===== src/rtl/program_loader_if.sv =====
// Boot loader bus: instruction stream in (valid/ready/last) plus the instruction-memory write port.
// The slave modport is the loader's own view; master is the host/memory side.
interface program_loader_if;
  logic        ld_valid;
  logic [31:0] ld_data;
  logic        ld_last;
  logic        ld_ready;
  logic        imem_we;
  logic [31:0] imem_addr;
  logic [31:0] imem_wdata;

  modport master (
    output ld_valid, ld_data, ld_last,
    input  ld_ready, imem_we, imem_addr, imem_wdata
  );

  modport slave (
    input  ld_valid, ld_data, ld_last,
    output ld_ready, imem_we, imem_addr, imem_wdata
  );
endinterface


===== src/rtl/program_loader.sv =====
// Boot-time instruction loader: streams words into instruction memory, holds the core in
// reset during the load and releases it RESET_HOLD cycles after the final write.
//
// state | meaning
// IDLE  | after reset, core held in reset, waiting for load_start
// LOAD  | accepting stream words, one memory write per handshake
// HOLD  | final word written, counting down before releasing core reset
// RUN   | core running, a new load_start reloads
// ERROR | memory filled without ld_last, core held in reset
module program_loader #(
  parameter int DEPTH_WORDS = 256,
  parameter int RESET_HOLD  = 4,
  localparam int CW = $clog2(DEPTH_WORDS) + 1,
  localparam int HW = $clog2(RESET_HOLD + 1)
) (
  input  logic                  clk,
  input  logic                  reset,
  input  logic                  load_start,
  input  logic [31:0]           base_addr,
  program_loader_if.slave       ld,
  output logic                  core_reset,
  output logic [31:0]           initial_address,
  output logic [CW-1:0]         word_count,
  output logic                  busy,
  output logic                  done,
  output logic                  overflow_err
);

  typedef enum logic [2:0] {
    S_IDLE  = 3'd0,
    S_LOAD  = 3'd1,
    S_HOLD  = 3'd2,
    S_RUN   = 3'd3,
    S_ERROR = 3'd4
  } state_t;

  state_t        state, state_nxt;
  logic [31:0]   ptr;
  logic [HW-1:0] hold_cnt;
  logic          we_q;
  logic [31:0]   addr_q;
  logic [31:0]   wdata_q;
  logic          hs;
  logic          start_ok;
  logic          count_full;

  assign hs         = ld.ld_valid && (state == S_LOAD);
  assign start_ok   = load_start &&
                      ((state == S_IDLE) || (state == S_RUN) || (state == S_ERROR));
  assign count_full = (word_count + CW'(1)) == CW'(DEPTH_WORDS);

  always_ff @(posedge clk) begin
    if (reset) state <= S_IDLE;
    else       state <= state_nxt;
  end

  always_comb begin
    state_nxt = state;
    unique case (state)
      S_IDLE, S_RUN, S_ERROR: if (load_start) state_nxt = S_LOAD;
      S_LOAD: begin
        // ld_last takes priority over the capacity check on the same word
        if (hs && ld.ld_last)  state_nxt = S_HOLD;
        else if (hs && count_full) state_nxt = S_ERROR;
      end
      S_HOLD: if (hold_cnt == HW'(1)) state_nxt = S_RUN;
      default: state_nxt = S_IDLE;
    endcase
  end

  always_ff @(posedge clk) begin
    if (reset) begin
      ptr             <= '0;
      initial_address <= '0;
      word_count      <= '0;
      hold_cnt        <= '0;
      we_q            <= 1'b0;
      addr_q          <= '0;
      wdata_q         <= '0;
    end else begin
      we_q <= 1'b0;
      if (start_ok) begin
        ptr             <= base_addr & 32'hFFFF_FFFC;
        initial_address <= base_addr & 32'hFFFF_FFFC;
        word_count      <= '0;
      end
      if (hs) begin
        we_q       <= 1'b1;
        addr_q     <= ptr;
        wdata_q    <= ld.ld_data;
        ptr        <= ptr + 32'd4;
        word_count <= word_count + CW'(1);
      end
      if (hs && ld.ld_last)       hold_cnt <= HW'(RESET_HOLD);
      else if (state == S_HOLD)   hold_cnt <= hold_cnt - HW'(1);
    end
  end

  assign ld.ld_ready   = (state == S_LOAD);
  assign ld.imem_we    = we_q;
  assign ld.imem_addr  = addr_q;
  assign ld.imem_wdata = wdata_q;

  assign core_reset   = (state != S_RUN);
  assign busy         = (state == S_LOAD) || (state == S_HOLD);
  assign done         = (state == S_RUN);
  assign overflow_err = (state == S_ERROR);

endmodule

===== src/flat_wrapper.sv =====
// flat-port wrapper written by rule: the top's interface ports become plain ports
module program_loader_flat 
#(
  parameter int DEPTH_WORDS = 256,
  parameter int RESET_HOLD  = 4,
  localparam int CW = $clog2(DEPTH_WORDS) + 1,
  localparam int HW = $clog2(RESET_HOLD + 1)
)
  (clk, reset, load_start, base_addr, core_reset, initial_address, word_count, busy, done, overflow_err, ld_ld_valid, ld_ld_data, ld_ld_last, ld_ld_ready, ld_imem_we, ld_imem_addr, ld_imem_wdata);
  program_loader_if ld_i ();
  input  logic clk;
  input  logic reset;
  input  logic load_start;
  input  logic [31:0] base_addr;
  output logic core_reset;
  output logic [31:0] initial_address;
  output logic [CW-1:0] word_count;
  output logic busy;
  output logic done;
  output logic overflow_err;
  input wire logic [$bits(ld_i.ld_valid)-1:0] ld_ld_valid;
  input wire logic [$bits(ld_i.ld_data)-1:0] ld_ld_data;
  input wire logic [$bits(ld_i.ld_last)-1:0] ld_ld_last;
  output wire logic [$bits(ld_i.ld_ready)-1:0] ld_ld_ready;
  output wire logic [$bits(ld_i.imem_we)-1:0] ld_imem_we;
  output wire logic [$bits(ld_i.imem_addr)-1:0] ld_imem_addr;
  output wire logic [$bits(ld_i.imem_wdata)-1:0] ld_imem_wdata;
  assign ld_i.ld_valid = ld_ld_valid;
  assign ld_i.ld_data = ld_ld_data;
  assign ld_i.ld_last = ld_ld_last;
  assign ld_ld_ready = ld_i.ld_ready;
  assign ld_imem_we = ld_i.imem_we;
  assign ld_imem_addr = ld_i.imem_addr;
  assign ld_imem_wdata = ld_i.imem_wdata;
  program_loader #(.DEPTH_WORDS(DEPTH_WORDS), .RESET_HOLD(RESET_HOLD)) u_core (.clk(clk), .reset(reset), .load_start(load_start), .base_addr(base_addr), .ld(ld_i), .core_reset(core_reset), .initial_address(initial_address), .word_count(word_count), .busy(busy), .done(done), .overflow_err(overflow_err));
endmodule

===== config.mk =====
export PLATFORM = sky130hd
export DESIGN_NAME = program_loader_flat
export DESIGN_NICKNAME = d
export VERILOG_FILES = /design/src/rtl/program_loader_if.sv /design/src/rtl/program_loader.sv /design/src/flat_wrapper.sv
export SDC_FILE = /design/constraint.sdc
export NUM_CORES = 1
export LEC_CHECK = 0
export CAP_MARGIN = 20
export CORE_MARGIN = 4
export CORE_UTILIZATION = 43
export CTS_BUF_LIST = sky130_fd_sc_hd__clkbuf_8
export DETAILED_ROUTE_END_ITERATION = 10
export PLACE_DENSITY = 0.76
export SLEW_MARGIN = 30
export SYNTH_ARGS = -nofsm -noshare
export SYNTH_HDL_FRONTEND = slang
export SYNTH_SLANG_ARGS = --single-unit
export TNS_END_PERCENT = 10

===== constraint.sdc =====
create_clock -name clk -period 2.05 [get_ports clk]
set_input_delay 0.205 -clock clk [delete_from_list [all_inputs] [get_ports clk]]
set_output_delay 0.205 -clock clk [all_outputs]
set_load 0.005 [all_outputs]

* Word level (Yosys, flattened, before mapping) *
Index checks and enable logic that the tools add are counted.
W data, S select, Z words.

word-level totals
  output and inout port bits = 111
  logic and storage cells = 47
  register bits = 142

operators by class
  $add $sub $neg = 3
  equality and inequality tests = 10
  muxes and demuxes = 12
  reductions and logical operators = 13

operators with widths
  kind                     number
  $mux W32                 2
  $add A32 B3 Y32 const B  1
  $mux W3                  6
  $mux W9                  2
  $add A9 B1 Y9 const B    1
  $eq A9 B9 Y1 const B     1
  $pmux W3 S3              1
  $eq A3 B1 Y1 const B     2
  $eq A3 B2 Y1 const B     2
  $logic_and A1 B1 Y1      4
  $reduce_bool A2 Y1       2
  $eq A3 B3 Y1 const B     1
  $logic_not A3 Y1         1
  $logic_or A1 B1 Y1       3
  $ne A3 B1 Y1 const B     1
  $ne A3 B2 Y1 const B     1
  $reduce_and A3 Y1        1
  $reduce_or A3 Y1         1
  $sub A3 B1 Y3 const B    1
  $ne A2 B1 Y1 const B     1
  $ne A2 B2 Y1 const B     1
  $reduce_or A2 Y1         1
  $mux W1                  1

* Longest topological paths before layout *
Gate-level depths: netlist of run 1.

  word-level depth = 6
  mapped depth = 9
  gate-level depth less buffers = 7

* Worst setup path after synthesis of run 1 *
OpenSTA, ideal clock, no wires.

  kind = register to register
  start point = register u_core.ptr[2]
  end point = register u_core.ptr[22]
  required time = 1.976 ns
  path buffers = 0
  library setup time = 0.074 ns
  cell stages (with the launch flop) = 7
  data arrival time = 1.873 ns
  clock period less this slack = 1.948 ns
  slack = 0.102 ns
  cells stage by stage = dfxtp_1 > ha_1 > nand3_2 > nor4_4 > nand2_2 > or4_1 > a31oi_1

between the ends
  longest elaborated chain between the ends = 2

RTL lines
  item                      RTL line              source
  start: declaration        program_loader.sv:38  logic [31:0] ptr;
  start signal: assignment  program_loader.sv:83  ptr <= base_addr & 32'hFFFF_FFFC;
  start signal: assignment  program_loader.sv:91  ptr <= ptr + 32'd4;
  $add A32 B3 Y32           program_loader.sv:91
  $mux W32                  program_loader.sv:87  if (hs) begin

Every way passes these cells.
A chain may end at the register's enable or synchronous reset.

* Worst setup path in the final report of run 1 *
  start point = register u_core.state[0]
  end point = output port overflow_err

between the ends
  longest elaborated chain between the ends = 1

RTL lines
  item                      RTL line               source
  start: declaration        program_loader.sv:37   state_t state, state_nxt;
  start signal: assignment  program_loader.sv:54   else state <= state_nxt;
  $eq A3 B3 Y1              program_loader.sv:107  assign overflow_err = (state == S_ERROR);
  end: declaration          flat_wrapper.sv:20     output logic overflow_err;

Every way passes these cells.

==> results.txt, run 1 <==
Port Buffer Count -> 173
CTS Hold Bufs -> 0
Final Cycle Share -> 0.9617
core box area -> 12820 µm²
sequential area share after synthesis -> 0.4829
1st-pass router iterations -> 4
clock root buffer -> clkbuf_8
delay-heaviest family, CP -> buffers and inverters
post-CTS setup buffer count -> 0
crit path buf inv count -> 2
routability cong. -> 0.8820
Post-synth EDFFs -> 0
antenna viol nets, final -> 0
Hold EP -> u_core.initial_address[30]
Worst path max stage delay -> 0.51 ns
Via density -> 5.236
Hold Path Origin -> reset
status -> completed
hpwl dp -> 11.31 mm
CTS tree -> built
clock slew at reported path FFs -> 0.07 ns
RSZ-0062 raised after global routing -> true
Critical Path End Type -> output pin
fmax -> 507.2 MHz
LEAKAGE -> 2.877 nW
Netlist cell types -> 58
mapped cell area -> 5720 µm²
CP Cell Sequence -> buf_4 -> nor2_4 -> and2_1 -> clkdlybuf4s50_1
CP max-delay cell -> clkdlybuf4s50_1
final-report hold violation count -> 0
hold crit path type -> in -> reg
clk_skew -> 0.006709 ns
Layout Nets -> 971
Chip Width -> 123.3 µm
synth-to-layout area growth -> 42.85%
Initial Utilization -> 0.4460
vias in the first global route -> 5200
syn avg cell area -> 7.879 µm²
TNS Setup -> 0 ns
# diodes -> 0
num rows -> 41
Final Max Tran Viols -> 0
total global routing overflow -> 0
Ports -> 180
Finish-stage setup viols -> 0
first-pass GRT wire length -> 25.38 mm
NetSw -> 2.439 mW
Num CTS Buffers -> 17
total number of yosys warnings -> 0
pin count of the biggest net entering global routing -> 93
MaxCap Viol Count -> 0
final critical-path required period -> 1.971 ns
clock share of power -> 0.284
Final Total Pwr -> 7.821 mW
Layout Utilization -> 0.6372
antenna violations before repair -> 0
Die ar. -> 15210 µm²
Clock Tree Buf Depth -> 2
CP Data Arrival Time -> 1.77 ns
Clock Latency Late Sink -> 0.44 ns
Worst R2R Start -> u_core.ptr[2]
initial DRC count -> 361
via count -> 5665
# DRC -> 0
Total Routing Usage GR -> 0.2090
worst hold stages -> 2
crit path max fanout -> 7
Worst R2R Path Depth -> 6
flop2flop setup slack -> 0.17 ns
H-Tree Level Count -> 4
pwr/cell area -> 957.1 nW/µm²
Clock Sinks -> 138
combinational power share -> 0.287
ys async rst share -> 0
Die Height -> 123.3 µm
R2R Path End -> u_core.ptr[22]
final WL -> 16.02 mm
kind of critical path -> reg -> out
Critical Path RT -> 1.85 ns
Syn Inst Count -> 726
Startpoint Class -> flop
PostCTS Resize Cnt -> 4
worst hold slack -> 0.08422 ns
crit path from -> u_core.state[0]
detailed-route wire length per cell -> 14.81 µm
Int Pwr -> 5.382 mW
layout cells sized above 1 -> 0.08901
register share of total power -> 0.429
flop and latch count out of synthesis -> 138
maximum vdd drop -> 666.6 µV
Switching Share -> 0.3119
Top FF cell, synth -> dfxtp_1
[cells in the final DEF (no fill, tap or decap), types with 3 or more instances in the layout]
cell type / netlist / final
nand2_1: 213 / 213
clkdlybuf4s50_1: 0 / 171
dfxtp_1: 138 / 135
a21oi_1: 111 / 111
nor2_1: 30 / 29
buf_4: 6 / 25
o21ai_0: 24 / 24
clkbuf_8: 0 / 19
nand3_1: 17 / 17
a31oi_1: 15 / 15
inv_1: 8 / 12
nor3_1: 12 / 12
nand4_1: 11 / 11
a311oi_1: 8 / 8
and3_1: 7 / 7
xor2_1: 6 / 6
or3_1: 5 / 5
o22ai_1: 5 / 5
buf_12: 0 / 5
nor4_1: 4 / 4
ha_1: 4 / 4
conb_1: 1 / 4
clkinv_2: 0 / 4
nand2b_1: 3 / 3
and2_1: 3 / 3
o21a_1: 3 / 3
nand3b_1: 3 / 3
a21boi_0: 3 / 3
mux2_2: 3 / 3
bufinv_16: 0 / 3
[state kept, by name, indices dropped and copies added, names as in the netlist]
signal / flops
u_core.ptr: 30
u_core.state: 3
u_core.initial_address: 30
u_core.ld.imem_wdata: 32
u_core.word_count: 9
u_core.ld.imem_addr: 30
u_core.ld.imem_we: 1
u_core.hold_cnt: 3
[worst register-to-register path: stages (launching register included)]
cell and delay (ns):
dfxtp_1 0.34, ha_1 0.22, nand3_2 0.19, nor4_4 0.36, nand2_2 0.09, or4_1 0.42
a31oi_1 0.18
[power by group through the flow]
stage               clock network (mW)  registers [mW]  logic [mW]
finish                            2.22            3.36        2.24
global route                      2.37            3.41        2.50
CTS                               2.27            3.35        2.27
detailed placement                   0            3.40        2.24
global placement                     0            3.39        2.22
floorplan                            0            3.36        1.13
[cells in the mapped netlist (all sizes together), types with 11 or more instances]
cell	instances	area, µm²
nand2	214	805.8
nand4	11	68.82
clkbuf	32	120.1
a21oi	111	555.5
nand3	20	122.6
buf	20	106.4
dfxtp	138	2763
nor3	12	60.06
nor2	31	118.9
o21ai	25	128.9
a31oi	15	93.84
[worst max-delay path by stage]
stage	cells after the start	slack, ns	to
after floorplan	6	0.10	u_core.ptr[22]
after global placement	6	0.004	u_core.state[0]
after detailed placement	6	-0.03	u_core.state[0]
after CTS	5	0.007	busy
after global routing	4	-0.008	overflow_err
final	4	0.08	overflow_err
[cell families (layout without fill, tap and decap cells)]
group                    count (synthesis)  count (layout)  synth area share
other                                    1               4         0.0006555
AO/OA/AOI/OAI                          185             185            0.1872
flip-flops                             138             138            0.4829
buffers and inverters                   60             241           0.04484
XOR/XNOR                                 8               8           0.01225
multiplexers                             3               3          0.005905
AND/OR/NAND/NOR                        327             327            0.2574
adder cells (fa/ha/maj)                  4               4          0.008749
[layout make-up]
type	instances	area (µm²)
fill	1140	4653
sequential	138	2769
multi-input combinational	531	2750
timing repair buffer	202	2012
clock buffer	19	261.5
tap	172	215.2
clock inverter	12	133.9
inverter	8	30.03
[metrics by stage]
step	area [µm²]	std cells	worst slack [ns]
detailed placement	7757	1051	-0.03350
floorplan	5732	729	0.1024
global route	8172	1082	-0.008280
global placement	7757	1051	0.004059
finish	8172	1082	0.07851
CTS	8164	1082	0.006852
[per-layer routing]
metal / routed length [µm] / vias up / GRT usage
met3: 1081 / 15 / 0.05215
met2: 7475 / 177 / 0.3340
met4: 213 / 0 / 0.06713
met5: 0 / - / 0
met1: 7251 / 2620 / 0.2777
li1: - / 2853 / -
Note: power is estimated with default switching activity, not from simulation.
==> run 2, diff against run 1 <==
--- a/config.mk
+++ b/config.mk
@@ -11,6 +11,7 @@
 export CTS_BUF_LIST = sky130_fd_sc_hd__clkbuf_8
 export DETAILED_ROUTE_END_ITERATION = 10
 export PLACE_DENSITY = 0.76
+export SKIP_CTS_REPAIR_TIMING = 1
 export SLEW_MARGIN = 30
 export SYNTH_ARGS = -nofsm -noshare
 export SYNTH_HDL_FRONTEND = slang
==> run 2 against run 1 <==
Compared with the run above: critical path depth stayed put; worst setup slack better by 0.034 ns; core utilization is 0.058 points higher; sequential share of layout area hardly changed; clock skew hardly changed; maximum frequency is 1.7% higher; combinational power hardly changed; hold slack better by 0.0060 ns; die area stayed put; register-to-register slack hardly changed; wire length is 0.12% lower; final area hardly changed.
==> results.txt, run 2 (synthesized netlist as in run 1, its figures left out) <==
# diodes -> 0
Hold EP -> u_core.initial_address[30]
CP Data Arrival Time -> 1.73 ns
vias in the first global route -> 5203
crit path from -> u_core.state[0]
hpwl dp -> 11.31 mm
1st-pass router iterations -> 5
hold crit path type -> in -> reg
pin count of the biggest net entering global routing -> 93
Startpoint Class -> flop
antenna violations before repair -> 0
maximum vdd drop -> 668.0 µV
Worst R2R Start -> u_core.ptr[2]
kind of critical path -> reg -> out
LEAKAGE -> 2.882 nW
Chip Width -> 123.3 µm
RSZ-0062 raised after global routing -> false
total global routing overflow -> 0
Die Height -> 123.3 µm
final critical-path required period -> 1.938 ns
worst hold slack -> 0.09021 ns
Layout Nets -> 972
Hold Path Origin -> reset
synth-to-layout area growth -> 42.98%
Worst path max stage delay -> 0.53 ns
final WL -> 16.00 mm
routability cong. -> 0.8820
# DRC -> 0
Finish-stage setup viols -> 0
Clock Sinks -> 138
initial DRC count -> 342
TNS Setup -> 0 ns
Total Routing Usage GR -> 0.2089
Num CTS Buffers -> 17
status -> completed
Layout Utilization -> 0.6378
CTS tree -> built
most frequent cells in the layout -> 213 x nand2_1, 171 x clkdlybuf4s50_1, 135 x dfxtp_1, 111 x a21oi_1, 29 x nor2_1
clock root buffer -> clkbuf_8
most common cell after layout, fill and taps aside -> nand2_1
fmax -> 516.0 MHz
H-Tree Level Count -> 4
Finished Cell Area -> 8179 µm²
Critical Path RT -> 1.85 ns
max FFs per register -> 32
Via density -> 5.230
clock slew at reported path FFs -> 0.07 ns
Critical Path End Type -> output pin
R2R Path End -> u_core.ptr[22]
final-report hold violation count -> 0
fillers -> 1142
num rows -> 41
Clock Latency Late Sink -> 0.44 ns
Initial Utilization -> 0.4460
layout cells sized above 1 -> 0.09001
CP Cell Sequence -> buf_4 -> nand2_1 -> inv_1 -> clkdlybuf4s50_1
Clock Tree Buf Depth -> 2
antenna viol nets, final -> 0
CP max-delay cell -> clkdlybuf4s50_1
MaxCap Viol Count -> 0
Final Max Tran Viols -> 0
first-pass GRT wire length -> 25.37 mm
detailed-route wire length per cell -> 14.77 µm
crit path max fanout -> 7
Ports -> 180
Die ar. -> 15210 µm²
clk_skew -> 0.006466 ns
via count -> 5664
flop2flop setup slack -> 0.17 ns
core box area -> 12820 µm²
Final Cycle Share -> 0.9453
worst hold stages -> 2
Worst R2R Path Depth -> 6
placed cell areas -> 7757 µm²
pwr/cell area -> 958.0 nW/µm²
Port Buffer Count -> 173
## run 2: changes by cell type in the layout (fill, tap and decap cells not counted), sizes merged
cell / before / now
buf: 30 / 31
## run 2: worst max-delay path by stage
stage	end	cells after the start	slack, ns
after floorplan	u_core.ptr[22]	6	0.10
after global placement	u_core.state[0]	6	0.004
after detailed placement	u_core.state[0]	6	-0.03
after CTS	overflow_err	4	-0.18
after global routing	done	4	0.01
final	done	4	0.11
## run 2: power breakdown
group	switching, mW	total (mW)	internal [mW]	leakage, nW
combinational	1.15	2.26	1.11	1.54
clock	0.985	2.22	1.24	0.220
sequential	0.303	3.35	3.05	1.13
total	2.44	7.84	5.40	2.88
## run 2: layer usage
layer	vias to the layer above	global-route usage	routed length (µm)
met3	17	0.05215	1065
met2	175	0.3344	7483
met1	2617	0.2772	7222
met5	-	0	0
met4	0	0.06713	229
li1	2855	-	-
## run 2: cell type report
class                   instances  area, µm²  share of cell area
multi-input cells             531       2750              0.3362
flip-flops and latches        138       2769              0.3385
clock buffers                  19      261.5             0.03197
clock inverters                12      133.9             0.01637
well taps                     172      215.2             0.02631
inverters                       8      30.03            0.003671
repair buffers                203       2019              0.2469
## run 2: critical path, delay by kind of cell, from the launching register on
kind / cells / cell delay (ns)
AND/OR/NAND/NOR: 1 / 0.08
flip-flops: 1 / 0.39
buffers and inverters: 3 / 0.83
## run 2: stage by stage
step / instances / total power [mW] / worst slack, ns
6_report: 1083 / 7.836 / 0.1121
5_1_grt: 1083 / 8.299 / 0.01279
4_1_cts: 1082 / 7.869 / -0.1801
3_5_place_dp: 1051 / 5.643 / -0.03350
3_3_place_gp: 1051 / 5.611 / 0.004059
2_1_floorplan: 729 / 4.488 / 0.1024
==> run 3, diff against run 2 <==
--- a/config.mk
+++ b/config.mk
@@ -10,9 +10,9 @@
 export CORE_UTILIZATION = 43
 export CTS_BUF_LIST = sky130_fd_sc_hd__clkbuf_8
 export DETAILED_ROUTE_END_ITERATION = 10
-export PLACE_DENSITY = 0.76
+export PLACE_DENSITY = 0.87
+export RECOVER_POWER = 50
 export SKIP_CTS_REPAIR_TIMING = 1
-export SLEW_MARGIN = 30
 export SYNTH_ARGS = -nofsm -noshare
 export SYNTH_HDL_FRONTEND = slang
 export SYNTH_SLANG_ARGS = --single-unit
==> run 3 against run 2 <==
Compared with the run above: critical path depth unchanged; clock-buffer cell count decreased by 1; power increased by 2.3%; clock power increased by 12%; final area increased by 0.63%; non-clock buffer count increased by 4; register-to-register slack got worse by 0.02 ns; die area unchanged; final cell count increased by 0.46%; sequential power about the same; sequential share of layout area decreased by 0.23 points; global-route usage increased by 0.45 points.
==> results.txt, run 3 (synthesized netlist as in run 1, its figures left out) <==
pin count of the biggest net entering global routing -> 64
antenna violations before repair -> 0
clock root buffer -> clkbuf_8
Die ar. -> 15210 µm²
Total Routing Usage GR -> 0.2134
register share of total power -> 0.420
CTS tree -> built
core box area -> 12820 µm²
Final Cycle Share -> 0.9480
initial DRC count -> 349
kind of critical path -> reg -> out
Clock Sinks -> 138
combinational power share -> 0.270
Layout Utilization -> 0.6418
MaxCap Viol Count -> 0
hpwl dp -> 11.78 mm
first-pass GRT wire length -> 25.78 mm
crit path buf inv count -> 2
delay-heaviest family, CP -> buffers and inverters
Worst path max stage delay -> 0.53 ns
CP Cell Sequence -> nor2b_2 -> nand2_1 -> inv_1 -> clkdlybuf4s50_1
Initial Utilization -> 0.4460
most frequent cells in the layout -> 213 x nand2_1, 136 x dfxtp_1, 111 x a21oi_1, 88 x clkdlybuf4s50_1, 83 x dlygate4sd3_1
placed cell areas -> 7762 µm²
crit path max fanout -> 8
Critical Path RT -> 1.85 ns
via count -> 5809
Finish-stage setup viols -> 0
Startpoint Class -> flop
detailed-route wire length per cell -> 15.31 µm
vias in the first global route -> 5278
maximum vdd drop -> 633.5 µV
Num CTS Buffers -> 17
most common cell after layout, fill and taps aside -> nand2_1
Die Height -> 123.3 µm
Layout Nets -> 976
clk_skew -> 0.01092 ns
CP Data Arrival Time -> 1.74 ns
Final Max Tran Viols -> 0
Ports -> 180
final WL -> 16.66 mm
clock slew at reported path FFs -> 0.08 ns
# DRC -> 0
final-report hold violation count -> 0
max FFs per register -> 32
pwr/cell area -> 973.7 nW/µm²
hold crit path type -> in -> reg
CP max-delay cell -> clkdlybuf4s50_1
routability cong. -> 0.8724
Via density -> 5.339
H-Tree Level Count -> 4
Critical Path End Type -> output pin
clock share of power -> 0.310
# diodes -> 0
synth-to-layout area growth -> 43.88%
Int Pwr -> 5.534 mW
Slew HR -> 0.6226
LEAKAGE -> 3.186 nW
num rows -> 41
Port Buffer Count -> 173
layout cells sized above 1 -> 0.09061
Worst Tran Pin Value -> 0.5609 ns
NetSw -> 2.480 mW
1st-pass router iterations -> 5
final critical-path required period -> 1.943 ns
antenna viol nets, final -> 0
Chip Width -> 123.3 µm
total global routing overflow -> 0
Finished Cell Area -> 8230 µm²
Clock Latency Late Sink -> 0.44 ns
fmax -> 514.5 MHz
RSZ-0062 raised after global routing -> false
Switching Share -> 0.3095
status -> completed
Clock Tree Buf Depth -> 2
## run 3: cell count changes in the layout (fill, tap and decap cells not counted), moves of 2 or more
cell             delta
buf_12              -2
buf_4               +4
bufinv_16           +2
clkdlybuf4s50_1    -83
clkinv_2            -2
clkinv_4            +2
dlygate4sd3_1      +83
## run 3: power by group through the flow
| stage | Clock [mW] | Combinational (mW) | Sequential (mW) |
|---|---|---|---|
| after floorplan | 0 | 1.13 | 3.36 |
| after global placement | 0 | 2.18 | 3.40 |
| after detailed placement | 0 | 2.23 | 3.42 |
| after CTS | 2.53 | 2.25 | 3.37 |
| after global routing | 2.65 | 2.38 | 3.42 |
| final | 2.48 | 2.16 | 3.37 |
## run 3: path summary, 6_finish.rpt
path | slack (ns) | depth (start not counted) | endpoint | startpoint
max | 0.11 | 4 | done | u_core.state[1]
min reg2reg | 0.45 | 2 | u_core.ld.imem_addr[11] | u_core.ld.imem_addr[11]
min | 0.30 | 3 | u_core.ld.imem_wdata[16] | ld_ld_data[16]
max reg2reg | 0.15 | 6 | u_core.ptr[22] | u_core.ptr[2]
## run 3: area by class of cell
cell class / count / area [µm²]
fillers: 1090 / 4594
multi-input cells: 531 / 2739
clock buffers: 18 / 247.7
inverters: 8 / 30.03
well taps: 172 / 215.2
repair buffers: 207 / 2026
flip-flops and latches: 138 / 2768
clock inverters: 14 / 205.2
## run 3: routing by layer
| metal | track usage | vias to the layer above | wire length (µm) |
|---|---|---|---|
| met5 | 0 | - | 0 |
| met4 | 0.07197 | 0 | 305 |
| met3 | 0.05124 | 26 | 1227 |
| met2 | 0.3445 | 204 | 8021 |
| met1 | 0.2806 | 2711 | 7103 |
| li1 | - | 2868 | - |
## run 3: through the flow
stage | hold WS (ns) | std cells | TNS, ns | total power, mW | setup slack (ns)
floorplan | 0.3410 | 729 | 0 | 4.488 | 0.1024
global placement | 0.4267 | 1055 | 0 | 5.587 | 0.005043
detailed placement | 0.4279 | 1055 | -0.1791 | 5.654 | -0.08576
CTS | -0.04352 | 1087 | -0.2655 | 8.144 | -0.1468
global route | 0.3008 | 1088 | 0 | 8.443 | 0.008181
finish | 0.3041 | 1088 | 0 | 8.014 | 0.1065
## run 3: worst reg2reg max path, delay by kind of cell, from the launching register on
family,cells,cell delay (ns)
AO/OA/AOI/OAI,1,0.18
AND/OR/NAND/NOR,4,1.04
adder cells (fa/ha/maj),1,0.24
flip-flops,1,0.37
